--- src/rtl/instruction_fetch.sv ---
// Instruction fetch unit: issues in-order word reads to instruction memory,
// buffers returned words in a small prefetch queue and hands them to decode
// tagged with their address. A redirect flushes the queue, discards in-flight
// responses and restarts fetch at the new (word-aligned) address.
// Optional feature: define FETCH_MISALIGN_CHECK_EN to turn a misaligned
// redirect into a single fault marker entry instead of silently aligning it.
module instruction_fetch #(
    parameter int ADDR_WIDTH = 32,
    parameter int DATA_WIDTH = 32,
    parameter int DEPTH      = 2
) (
    input  logic                  clk,
    input  logic                  rst,
    input  logic                  redirect,
    input  logic [ADDR_WIDTH-1:0] redirect_address,
    output logic                  mem_req_valid,
    input  logic                  mem_req_ready,
    output logic [ADDR_WIDTH-1:0] mem_req_addr,
    input  logic                  mem_resp_valid,
    input  logic [DATA_WIDTH-1:0] mem_resp_data,
    output logic                  inst_valid,
    input  logic                  inst_ready,
    output logic [DATA_WIDTH-1:0] inst_data,
    output logic [ADDR_WIDTH-1:0] inst_address,
    output logic                  inst_fault
);

    localparam int CNT_W = $clog2(DEPTH + 1);
    localparam int PTR_W = (DEPTH > 1) ? $clog2(DEPTH) : 1;
    localparam logic [PTR_W-1:0]      LAST_PTR    = PTR_W'(DEPTH - 1);
    localparam logic [CNT_W:0]        CREDIT_CAP  = (CNT_W + 1)'(DEPTH);
    localparam logic [ADDR_WIDTH-1:0] WORD_STEP   = ADDR_WIDTH'(4);
    localparam logic [ADDR_WIDTH-1:0] OFFSET_MASK = ADDR_WIDTH'(3);

    typedef enum logic [1:0] {
        WAIT,
        RUN
`ifdef FETCH_MISALIGN_CHECK_EN
        , FAULT
`endif
    } state_t;

    state_t                state;
    logic [ADDR_WIDTH-1:0] fetch_pc;
    logic [ADDR_WIDTH-1:0] resp_pc;
    logic [CNT_W-1:0]      outstanding;
    logic [CNT_W-1:0]      discard;
    logic [CNT_W-1:0]      count;
    logic [PTR_W-1:0]      head;
    logic [PTR_W-1:0]      tail;
    logic [DATA_WIDTH-1:0] q_data [DEPTH];
    logic [ADDR_WIDTH-1:0] q_addr [DEPTH];
`ifdef FETCH_MISALIGN_CHECK_EN
    logic                  q_fault [DEPTH];
    logic                  fault_pending;
    logic [ADDR_WIDTH-1:0] fault_address;
    logic                  fault_push;
`endif

    logic                  queue_nonempty;
    logic                  pop;
    logic                  req_fire;
    logic                  resp_keep;
    logic                  push;
    logic [CNT_W:0]        in_use;
    logic [ADDR_WIDTH-1:0] aligned_redirect;

    function automatic logic [PTR_W-1:0] ptr_next(input logic [PTR_W-1:0] p);
        return (p == LAST_PTR) ? '0 : p + PTR_W'(1);
    endfunction

    // Handshakes and credit: a slot freed by this cycle's pop can be reused
    // by a new request, which keeps k=1 memory at one instruction per cycle.
    always_comb begin
        queue_nonempty   = (count != '0);
        inst_valid       = queue_nonempty && !redirect;
        pop              = inst_valid && inst_ready;
        in_use           = {1'b0, outstanding} + {1'b0, count} - {{CNT_W{1'b0}}, pop};
        mem_req_valid    = (state == RUN) && !redirect && (in_use < CREDIT_CAP);
        mem_req_addr     = fetch_pc;
        req_fire         = mem_req_valid && mem_req_ready;
        resp_keep        = mem_resp_valid && (discard == '0);
        aligned_redirect = redirect_address & ~OFFSET_MASK;
        inst_data        = queue_nonempty ? q_data[head] : '0;
        inst_address     = queue_nonempty ? q_addr[head] : '0;
`ifdef FETCH_MISALIGN_CHECK_EN
        fault_push       = (state == FAULT) && fault_pending && !queue_nonempty;
        push             = resp_keep || fault_push;
        inst_fault       = queue_nonempty ? q_fault[head] : 1'b0;
`else
        push             = resp_keep;
        inst_fault       = 1'b0;
`endif
    end

    // Fetch state, counters and prefetch queue; redirect overrides request,
    // response write and pop in the same cycle.
    always_ff @(posedge clk) begin
        if (rst) begin
            state       <= WAIT;
            fetch_pc    <= '0;
            resp_pc     <= '0;
            outstanding <= '0;
            discard     <= '0;
            count       <= '0;
            head        <= '0;
            tail        <= '0;
`ifdef FETCH_MISALIGN_CHECK_EN
            fault_pending <= 1'b0;
            fault_address <= '0;
`endif
        end else if (redirect) begin
            count       <= '0;
            head        <= '0;
            tail        <= '0;
            outstanding <= outstanding - CNT_W'(mem_resp_valid);
            discard     <= outstanding - CNT_W'(mem_resp_valid);
            fetch_pc    <= aligned_redirect;
            resp_pc     <= aligned_redirect;
`ifdef FETCH_MISALIGN_CHECK_EN
            if ((redirect_address & OFFSET_MASK) != '0) begin
                state         <= FAULT;
                fault_pending <= 1'b1;
                fault_address <= redirect_address;
            end else begin
                state         <= RUN;
                fault_pending <= 1'b0;
            end
`else
            state <= RUN;
`endif
        end else begin
            if (state == WAIT) begin
                state <= RUN;
            end
            if (req_fire) begin
                fetch_pc <= fetch_pc + WORD_STEP;
            end
            outstanding <= outstanding + CNT_W'(req_fire) - CNT_W'(mem_resp_valid);
            if (mem_resp_valid && (discard != '0)) begin
                discard <= discard - CNT_W'(1);
            end
            if (resp_keep) begin
                q_data[tail] <= mem_resp_data;
                q_addr[tail] <= resp_pc;
`ifdef FETCH_MISALIGN_CHECK_EN
                q_fault[tail] <= 1'b0;
`endif
                tail    <= ptr_next(tail);
                resp_pc <= resp_pc + WORD_STEP;
            end
`ifdef FETCH_MISALIGN_CHECK_EN
            else if (fault_push) begin
                q_data[tail]  <= '0;
                q_addr[tail]  <= fault_address;
                q_fault[tail] <= 1'b1;
                tail          <= ptr_next(tail);
                fault_pending <= 1'b0;
            end
`endif
            if (pop) begin
                head <= ptr_next(head);
            end
            count <= count + CNT_W'(push) - CNT_W'(pop);
        end
    end

endmodule

--- config.mk ---
export PLATFORM = sky130hd
export DESIGN_NAME = instruction_fetch
export DESIGN_NICKNAME = d
export VERILOG_FILES = /design/src/rtl/instruction_fetch.sv
export SDC_FILE = /design/constraint.sdc
export NUM_CORES = 1
export LEC_CHECK = 0
export CAP_MARGIN = 20
export CORE_AREA = 2 2 128 130
export DETAILED_ROUTE_END_ITERATION = 10
export DIE_AREA = 0 0 130 132
export GPL_TIMING_DRIVEN = 0
export PLACE_DENSITY = 0.83
export SLEW_MARGIN = 20
export SYNTH_ARGS = -nofsm -noshare
export SYNTH_HDL_FRONTEND = slang
export SYNTH_SLANG_ARGS = --single-unit
--- constraint.sdc ---
create_clock -name clk -period 10 [get_ports clk]
set_input_delay 1.5 -clock clk [delete_from_list [all_inputs] [get_ports clk]]
set_output_delay 1.5 -clock clk [all_outputs]
set_load 0.05 [all_outputs]
==> metrics.txt, run 1 <==
Setup CP Type=in2out; Cell variety after synth=53; unrepaired setup endpoints after global routing=no; cell leakage power=between 3 and 4 nW; number of max-cap violations=0; r2r worst-path depth=18; placed wire-length estimate=between 10 and 15 mm; global-route wire length before repair=around 32 mm; detailed-route vias per instance=~5.6; EDFF count, synth=approximately 120; setup slack of the most critical reg-to-reg path=5.22 ns; total congestion overflow=0; First-pass DRT Iterations=5; number of rows created at floorplan=46; number of global-route vias before repair=between 6000 and 7000; worst hold path cell count=0; critical path data arrival time=4.84 ns; CP Data Required Time=approximately 8.5 ns; Design Power=approximately 1.9 mW; final count of pins violating max slew=0; io pins=~170; startpoint of the worst hold path=resp_pc[29]; Mapped Cells=just over 700; routed wirelength normalized by instance count=18.4 um; clock buffer count from CTS=17; ys async rst share=0; Root Buffer=clkbuf_16; headroom to the max-slew limit=0.275; part of the cycle the worst path needs=0.634; net count of the finished layout=992; fraction of layout cells with a size suffix above 1=0.0626; Layout fillers=1105; Num Clock Sinks=between 150 and 200; clock slew at reported path FFs=~0.060 ns; initial antenna violation count=0; area occupied by multi-input gates=about 3200 sq um; outcome=complete, no violations; final RePlAce weighted congestion=~0.95; adder-cell area share of the yosys netlist=0.0141; maximum number of pins on one net before global-route repair=25; vias after detailed routing=6429; number of gates resized after cts=0; worst IR drop on VDD=0.129 mV; Avg Cell Area, Syn=between 10 and 15 sq um; number of endpoints with negative hold slack in the final report=0; portion of the post-synthesis area used by sequential elements=0.601; die area=around 17000 sq um; share of the synthesized area in compound gates (AO/OA/AOI/OAI)=0.0834; final design area excluding fillers=roughly 11000 sq um; Setup TNS=0 ns; worst-path fanout max=10; clock insertion delay at the later pin of the skew report=between 0.4 and 0.5 ns; TritonCTS clock tree=done; ANT cells=0; critical register-to-register path endpoint=outstanding[1]; GR Util All Layers=0.248; Die W=approximately 130 um; placed insts=approximately 1100; reg-to-reg critical path startpoint=count[1]; simple-gate share of the synthesized area=0.138; xor/xnor cell area share of the yosys netlist=0.0575; DIE HEIGHT=approximately 130 um; measured slew at the worst slew-check pin=between 1 and 1.5 ns; Iter 0 DRT Violations=611; flip-flop and latch area=5120 sq um; worst-case setup slack after placement=about 3.7 ns; share of cell area taken by muxes after synthesis=0.0765; Post-CTS Hold Buffers=0; ANT nets after route=0; Final setup violation count=0; buffers from clock root to sink, at most=2; Clock H-tree levels=4; number of design rule violations left after detail routing=0; setup slack of the critical path after layout=around 3.7 ns; worst-case clock skew=0.0125 ns; Port Buffers=160; post-synthesis instance area=around 8500 sq um; placement-stage cell area=between 10000 and 15000 sq um; type of the most critical hold path=reg2reg; crit path capture type=output port; Achievable Freq=about 160 MHz; power per cell area=169 nW/um^2; area of the core=between 15000 and 20000 sq um; combinational family with the most area after synthesis=simple AND/OR/NAND/NOR gates; final period demand of the worst path=around 6.3 ns; top_reg_cell synth=edfxtp_1; Layout area overhead=30.9%; Worst Setup Start Kind=primary input; post-CTS setup-driven buffer insertion count=0; detailed-route wire length=21.0 mm; Non-Filler Instances=roughly 1100; destination of the worst hold path=q_addr[0][29]; count of yosys warnings during synthesis=0; #FFs+latches synth=194; initial core utilization=0.543
-- critical path: stages --
cell and delay, ns:
clkdlybuf4s50_1 0.57, clkbuf_1 0.38, nor2_1 0.15, nand2_1 0.22, and2_1 0.15, o21ai_0 0.09
fa_1 0.38, xor2_1 0.32, and4_1 0.25, clkdlybuf4s50_1 0.82
-- cells by family (layout without fill, tap and decap cells) --
logic type               after synthesis  in the layout
adder cells (fa/ha/maj)                9              9
flip-flops                           194            194
other                                  1              5
XOR/XNOR                              56             56
multiplexers                          65             65
buffers and inverters                 60            258
AND/OR/NAND/NOR                      231            231
AO/OA/AOI/OAI                        108            108
-- cells in the mapped netlist (4+ instances only) --
master / count / area (sq um)
edfxtp_1: 124 / 3720
nor2_1: 94 / 353
dfxtp_1: 70 / 1400
mux2i_1: 64 / 641
nand2_1: 36 / 135
xnor2_1: 30 / 263
a21oi_1: 26 / 130
xor2_1: 26 / 228
clkbuf_1: 25 / 93.8
nand3_1: 19 / 95.1
inv_1: 17 / 63.8
nand4_1: 17 / 106
a21boi_0: 15 / 113
nor3_1: 13 / 65.1
o21a_1: 11 / 82.6
a22oi_1: 10 / 75.1
o22ai_1: 10 / 62.6
a211oi_1: 9 / 67.6
buf_1: 8 / 30.0
ha_1: 8 / 100
o21ai_0: 8 / 40.0
or3_1: 8 / 50.1
a31oi_1: 7 / 43.8
and3_1: 7 / 43.8
and4_1: 7 / 61.3
and2_1: 5 / 31.3
buf_4: 5 / 37.5
nor4_1: 5 / 31.3
nor4_2: 5 / 62.6
o211ai_1: 4 / 30.0
-- where the power goes --
part           switching [mW]  total, mW  internal, mW
Combinational           0.177      0.283         0.107
Sequential             0.0320      0.915         0.883
Clock                   0.292      0.683         0.391
-- cell usage in the layout, fill, tap and decap left out, types with 11 or more instances in the layout --
cell type	synthesis	final
a21oi_1	26	26
nor3_1	13	13
edfxtp_1	124	124
a21boi_0	15	15
nand4_1	17	17
nand2_1	36	36
clkbuf_16	0	17
xor2_1	26	26
nand3_1	19	19
o21a_1	11	11
dfxtp_1	70	70
nor2_1	94	92
clkbuf_1	25	26
mux2i_1	64	64
inv_1	17	17
clkdlybuf4s50_1	0	160
xnor2_1	30	30
-- area by class of cell --
class,instances,share of cell area
multi-input cells,474,0.285
inverters,20,0.00673
flip-flops and latches,194,0.459
plain buffers,40,0.0154
well taps,216,0.0242
repair buffers,166,0.156
clock inverters,14,0.0146
clock buffers,18,0.0385
-- registers in the layout, indices dropped and copies added (netlist names), named ones only --
name / cells
q_data: 64
q_addr: 60
mem_req_addr: 30
resp_pc: 30
count: 2
discard: 2
outstanding: 2
head: 1
state: 1
tail: 1
-- layer usage --
metal | up-vias | part of all wire | track usage
li1 | 3018 | - | -
met1 | 3002 | 0.42 | 0.333
met2 | 372 | 0.45 | 0.380
met3 | 37 | 0.11 | 0.0739
met4 | 0 | 0.024 | 0.0938
met5 | - | 0 | 0
-- stage by stage --
stage,hold WS [ns],utilization
2_1_floorplan,0.459,-
3_3_place_gp,0.478,0.663
3_5_place_dp,0.484,0.673
4_1_cts,0.499,0.710
5_1_grt,0.521,0.710
6_report,0.504,0.710
-- worst max-delay path by stage --
stage	slack (ns)	start	cells past startpoint	end
2_1_floorplan	4.32	redirect	8	mem_req_valid
3_3_place_gp	2.47	mem_resp_valid	5	q_data[1][4]
3_5_place_dp	3.69	redirect	10	mem_req_valid
4_1_cts	3.66	redirect	10	mem_req_valid
5_1_grt	3.36	redirect	10	mem_req_valid
6_report	3.66	redirect	10	mem_req_valid
Note: power is estimated with default switching activity, not from simulation.
==> inputs of run 2 (changes only) <==
--- a/config.mk
+++ b/config.mk
@@ -6,11 +6,11 @@
 export NUM_CORES = 1
 export LEC_CHECK = 0
 export CAP_MARGIN = 20
-export CORE_AREA = 2 2 128 130
+export CORE_AREA = 2 2 138 140
 export DETAILED_ROUTE_END_ITERATION = 10
-export DIE_AREA = 0 0 130 132
+export DIE_AREA = 0 0 140 142
 export GPL_TIMING_DRIVEN = 0
-export PLACE_DENSITY = 0.83
+export PLACE_DENSITY = 0.76
 export SLEW_MARGIN = 20
 export SYNTH_ARGS = -nofsm -noshare
 export SYNTH_HDL_FRONTEND = slang
==> constraint.sdc (replaced) <==
create_clock -name clk -period 5.46 [get_ports clk]
set_input_delay 0.819 -clock clk [delete_from_list [all_inputs] [get_ports clk]]
set_output_delay 0.819 -clock clk [all_outputs]
set_load 0.05 [all_outputs]
==> run 2 against run 1 <==
  * The flow now finishes with violations (DRC)
  * Die area increased by 16%
  * Design area rose by 0.22%
  * Hold slack improved by 0.0085 ns
  * Sequential share of layout area down 0.10 points
  * Clock skew is 0.00076 ns higher
  * Register-to-register slack got worse by 4.5 ns
  * Critical path type unchanged
  * Critical endpoint unchanged
  * Largest cell class unchanged
==> metrics.txt, run 2 (synthesized netlist as in run 1, its figures left out) <==
Bufs and invs on worst path=3 (unchanged); clock insertion delay at the later pin of the skew report=0.44 ns (about the same); part of the cycle the worst path needs=0.928; share of the core filled with cells in the final layout=0.606 (-0.104); measured slew at the worst slew-check pin=1.10 ns (+0.0201 ns); number of max-cap violations=0 (unchanged); commonest non-fill, non-tap cell in the layout=clkdlybuf4s50_1; Layout fillers=1510 (+37%); Setup CP Type=in2out; setup slack of the most critical reg-to-reg path=0.72 ns (-4.50 ns); post-CTS setup-driven buffer insertion count=0 (unchanged); First-pass DRT Iterations=8 (+3); fraction of layout cells with a size suffix above 1=0.0616 (-0.00108); cell leakage power=3.61 nW (+0.21%); clock slew at reported path FFs=0.07 ns (about the same); Iter 0 DRT Violations=360 (-41%); max reg flops=64 (unchanged); Most flops, register=q_data; worst hold path cell count=0 (unchanged); net count of the finished layout=992 (unchanged); maximum number of pins on one net before global-route repair=22 (-12%); Layout area overhead=31.2%; area of the core=18500 sq um (+17%); number of global-route vias before repair=6188 (+2.8%); number of endpoints with negative hold slack in the final report=0 (unchanged); clock buffer count from CTS=17 (unchanged); TritonCTS clock tree=done; critical path data arrival time=4.25 ns (-0.59 ns); detailed-route vias per instance=5.47 (-2.9%); Die W=140 um (+7.7%); initial antenna violation count=0 (unchanged); destination of the worst hold path=q_addr[0][26]; io pins=169 (unchanged); critical register-to-register path endpoint=outstanding[1]; reg-to-reg critical path startpoint=count[1]; slowest stage cell on the critical path=clkdlybuf4s50_1; type of the most critical hold path=reg2reg; number of rows created at floorplan=50 (+8.7%); Critical Path Most Common Cell=clkdlybuf4s50_1; headroom to the max-slew limit=0.262 (-0.0134); highest-count cells in the layout ignoring fill and taps=clkdlybuf4s50_1 (160), edfxtp_1 (124), nor2_1 (92); die area=19900 sq um (+16%); r2r worst-path depth=18 (unchanged); worst-path fanout max=10 (unchanged); initial core utilization=0.462 (-0.0806); Port Buffers=160 (unchanged); Regs by FF count=q_data (64), q_addr (60); failing checks=DRC; DIE HEIGHT=142 um (+7.6%); Num Clock Sinks=194 (unchanged); detailed-route wire length=21.2 mm (+0.63%); worst IR drop on VDD=0.215 mV (+67%); met3 Track Usage GR=0.0569 (-0.0170); Non-Filler Instances=1160 (+1.6%); GR Util All Layers=0.220 (-0.0279); ANT nets after route=0 (unchanged); Clock H-tree levels=4 (unchanged); Achievable Freq=slightly below 200 MHz; placed wire-length estimate=15.3 mm (+2.3%); number of design rule violations left after detail routing=14 (+14); Worst Setup Start Kind=primary input; slowest stage delay, CP=0.81 ns (about the same); outcome=complete, but fails checks; final period demand of the worst path=between 5 and 6 ns; Root Buffer=clkbuf_16; GRT Max-Usage Layer=met2; total congestion overflow=0 (unchanged); placed insts=1128 (+1.6%); cell family contributing the most delay on the critical path=buffers and inverters; buffers from clock root to sink, at most=2 (unchanged); CP Data Required Time=4.64 ns (-3.86 ns); ANT cells=0 (unchanged); worst-case clock skew=0.0132 ns (+0.000760 ns); unrepaired setup endpoints after global routing=no; crit path capture type=output port; global-route wire length before repair=33.5 mm (+3.7%); Final setup violation count=0 (unchanged); power per cell area=305 nW/um^2 (+81%); routed wirelength normalized by instance count=18.3 um (-0.93%); final RePlAce weighted congestion=0.950 (-0.44%); met1 track utilization from global routing=0.292 (-0.0409); list of cells traversed by the critical path=clkdlybuf4s50_1 > clkbuf_1 > nor2_1 > nand2_1 > and2_1 > o21ai_0 > fa_1 > xor2_1 > and4_1 > clkdlybuf4s50_1; number of gates resized after cts=0 (unchanged); Post-CTS Hold Buffers=0 (unchanged); GR Layer Usage met2=0.357 (-0.0228); vias after detailed routing=6344 (-1.3%); final count of pins violating max slew=0 (unchanged); startpoint of the worst hold path=resp_pc[26]
run 2: worst max path at each step:
stage / from / endpoint / slack, ns / cells past startpoint
finish: redirect / mem_req_valid / 0.39 / 10
global route: redirect / mem_req_valid / 0.21 / 10
CTS: redirect / mem_req_valid / 0.39 / 10
detailed placement: redirect / outstanding[1] / 0.10 / 19
global placement: mem_resp_valid / q_data[1][8] / -1.48 / 5
floorplan: redirect / outstanding[1] / 0.68 / 18
run 2: layout make-up:
cell class / count / area, sq um / share of cell area
plain buffers: 40 / 171 / 0.0153
clock buffers: 20 / 437 / 0.0390
clock inverters: 12 / 133 / 0.0119
inverters: 20 / 75.1 / 0.00671
multi-input cells: 474 / 3180 / 0.285
flip-flops and latches: 194 / 5120 / 0.458
well taps: 234 / 293 / 0.0262
repair buffers: 166 / 1770 / 0.158
run 2: where the power goes:
group	internal, mW	switching [mW]	total, mW
combinational	0.196	0.324	0.520
sequential	1.62	0.0579	1.68
clock	0.677	0.536	1.21
total	2.49	0.919	3.41
run 2: per-layer routing:
| metal | up-vias | part of all wire |
|---|---|---|
| li1 | 3034 | - |
| met1 | 2965 | 0.43 |
| met2 | 307 | 0.46 |
| met3 | 38 | 0.090 |
| met4 | 0 | 0.020 |
| met5 | - | 0 |
run 2: metrics by stage:
stage / setup TNS (ns) / area (sq um) / worst slack (ns) / power (mW) / hold slack, ns
after floorplan: 0 / 8540 / 0.678 / 2.01 / 0.459
after global placement: -181.85 / 10400 / -1.48 / 2.21 / 0.476
after detailed placement: 0 / 10600 / 0.104 / 2.22 / 0.492
after CTS: 0 / 11200 / 0.388 / 3.42 / 0.507
after global routing: 0 / 11200 / 0.207 / 3.53 / 0.527
final: 0 / 11200 / 0.394 / 3.41 / 0.512
==> inputs of run 3 (changes only) <==
--- a/config.mk
+++ b/config.mk
@@ -6,9 +6,9 @@
 export NUM_CORES = 1
 export LEC_CHECK = 0
 export CAP_MARGIN = 20
-export CORE_AREA = 2 2 138 140
+export CORE_AREA = 10 10 146 148
 export DETAILED_ROUTE_END_ITERATION = 10
-export DIE_AREA = 0 0 140 142
+export DIE_AREA = 0 0 156 158
 export GPL_TIMING_DRIVEN = 0
 export PLACE_DENSITY = 0.76
 export SLEW_MARGIN = 20
==> run 3 against run 2 <==
  * The flow now finishes without violations
  * First-iteration DRC count is 6.1% higher
  * Critical path type unchanged
  * Critical endpoint unchanged
  * Global-route usage is 3.5 points lower
  * Sequential share of layout area is 0.21 points lower
  * Clock power is 7% higher
==> metrics.txt, run 3 (synthesized netlist as in run 1, its figures left out) <==
outcome=complete, no violations; TritonCTS clock tree=done; placed wire-length estimate=16.7 mm (+9.3%); fraction of power consumed by the clock network=0.372 (+0.016); global-route wire length before repair=35.1 mm (+4.9%); critical path data arrival time=4.29 ns (+0.04 ns); Clock H-tree levels=4 (unchanged); number of gates resized after cts=0 (unchanged); r2r worst-path depth=18 (unchanged); io pins=169 (unchanged); measured slew at the worst slew-check pin=1.06 ns (-0.0402 ns); unrepaired setup endpoints after global routing=no; clock buffer count from CTS=17 (unchanged); type of the most critical hold path=reg2reg; Critical Path Most Common Cell=clkdlybuf4s50_1; final RePlAce weighted congestion=0.930 (-2.1%); Worst Setup Start Kind=primary input; Design Power=3.50 mW (+2.8%); initial antenna violation count=0 (unchanged); Setup CP Type=in2out; initial core utilization=0.462 (unchanged); number of global-route vias before repair=6224 (+0.58%); worst hold path cell count=0 (unchanged); slowest stage delay, CP=0.82 ns (about the same); share of total power consumed by net switching=0.262 (-0.00720); buffers from clock root to sink, at most=2 (unchanged); Most flops, register=q_data; Root Buffer=clkbuf_16; Cell Int Power=2.58 mW (+3.8%); share of the core filled with cells in the final layout=0.609 (+0.00285); smallest hold slack=0.507 ns (-0.00506 ns); Layout area overhead=31.8%; maximum number of pins on one net before global-route repair=19 (-14%); detailed-route vias per instance=5.45 (-0.30%); CP Data Required Time=4.64 ns (about the same); Iter 0 DRT Violations=382 (+6.1%); post-CTS setup-driven buffer insertion count=0 (unchanged); slowest stage cell on the critical path=clkdlybuf4s50_1; total congestion overflow=0 (unchanged); headroom to the max-slew limit=0.288 (+0.0258); number of design rule violations left after detail routing=0 (-14); number of rows created at floorplan=50 (unchanged); GR Util All Layers=0.185 (-0.0352); number of endpoints with negative hold slack in the final report=0 (unchanged); clock insertion delay at the later pin of the skew report=0.43 ns (about the same); Regs by FF count=q_data (64), q_addr (60); Seq pwr share=0.478 (-0.014); list of cells traversed by the critical path=clkdlybuf4s50_1 > clkbuf_1 > nor2_1 > nand2_1 > and2_1 > o21ai_0 > fa_1 > xor2_1 > and4_1 > clkdlybuf4s50_1; destination of the worst hold path=q_addr[1][7]; Die W=156 um (+11%); power per cell area=312 nW/um^2 (+2.3%); Port Buffers=160 (unchanged); Gate power share=0.150 (-0.003); crit path capture type=output port; Post-CTS Hold Buffers=0 (unchanged); Final setup violation count=0 (unchanged); setup slack of the critical path after layout=0.350 ns (-0.0439 ns); net switching power=0.919 mW (about the same); clock slew at reported path FFs=0.07 ns (about the same); final count of pins violating max slew=0 (unchanged); vias after detailed routing=6325 (-0.30%); worst-path fanout max=10 (unchanged); startpoint of the worst hold path=resp_pc[7]; Levels on crit path=10 (unchanged); setup slack of the most critical reg-to-reg path=0.71 ns (about the same); net count of the finished layout=992 (unchanged); Layout fillers=1471 (-2.6%); worst-case setup slack after placement=0.118 ns (+0.0147 ns); worst-case clock skew=0.0115 ns (-0.00175 ns); Setup TNS=0 ns (unchanged); part of the cycle the worst path needs=0.936 (+0.00804); Bufs and invs on worst path=3 (unchanged); DIE HEIGHT=158 um (+11%); max reg flops=64 (unchanged); fraction of layout cells with a size suffix above 1=0.0648 (+0.00324); area of the core=18500 sq um (unchanged); ANT cells=0 (unchanged); ANT nets after route=0 (unchanged); routed wirelength normalized by instance count=19.7 um (+7.9%); number of max-cap violations=0 (unchanged); cell leakage power=3.62 nW (+0.48%); detailed-route wire length=22.9 mm (+7.9%); Achievable Freq=196 MHz (-0.86%); final period demand of the worst path=5.11 ns (+0.0439 ns); worst IR drop on VDD=0.209 mV (-2.6%); highest-count cells in the layout ignoring fill and taps=clkdlybuf4s50_1 (160), edfxtp_1 (124), nor2_1 (92); commonest non-fill, non-tap cell in the layout=clkdlybuf4s50_1; CP startpoint=redirect; reg-to-reg critical path startpoint=count[1]; First-pass DRT Iterations=7 (-1); Num Clock Sinks=194 (unchanged); die area=24600 sq um (+24%); critical register-to-register path endpoint=outstanding[1]; cell family contributing the most delay on the critical path=buffers and inverters
[run 3: how the worst max path moves through the flow]
| stage | end | slack (ns) |
|---|---|---|
| finish | mem_req_valid | 0.35 |
| global route | mem_req_valid | 0.14 |
| CTS | mem_req_valid | 0.39 |
| detailed placement | outstanding[1] | 0.12 |
| global placement | q_data[1][22] | -1.49 |
| floorplan | outstanding[1] | 0.68 |
[run 3: layout make-up]
cell class,count,area [sq um],share of cell area
Sequential cell,194,5120,0.456
Multi-Input combinational cell,474,3190,0.284
Timing Repair Buffer,166,1770,0.157
Clock buffer,20,437,0.0389
Tap cell,234,293,0.0261
Clock inverter,12,180,0.0160
Buffer,40,171,0.0153
Inverter,20,75.1,0.00668
[run 3: power by group through the flow]
stage               sequential (mW)  clock, mW  combinational, mW
floorplan                      1.74          0              0.269
global placement               1.71          0              0.508
detailed placement             1.71          0              0.522
CTS                            1.67       1.32              0.525
global route                   1.68       1.39              0.560
finish                         1.68       1.30              0.524
[run 3: routing by layer]
| metal | vias up | global-route usage | wire (um) |
|---|---|---|---|
| met5 | - | 0 | 0 |
| met4 | 0 | 0.0576 | 477 |
| met3 | 36 | 0.0654 | 2350 |
| met2 | 310 | 0.285 | 10100 |
| met1 | 2959 | 0.238 | 9870 |
| li1 | 3020 | - | - |
[run 3: metrics by stage]
step | cell area, sq um | instances
after floorplan | 8540 | 728
after global placement | 10400 | 1122
after detailed placement | 10600 | 1128
after CTS | 11200 | 1160
after global routing | 11200 | 1160
final | 11200 | 1160
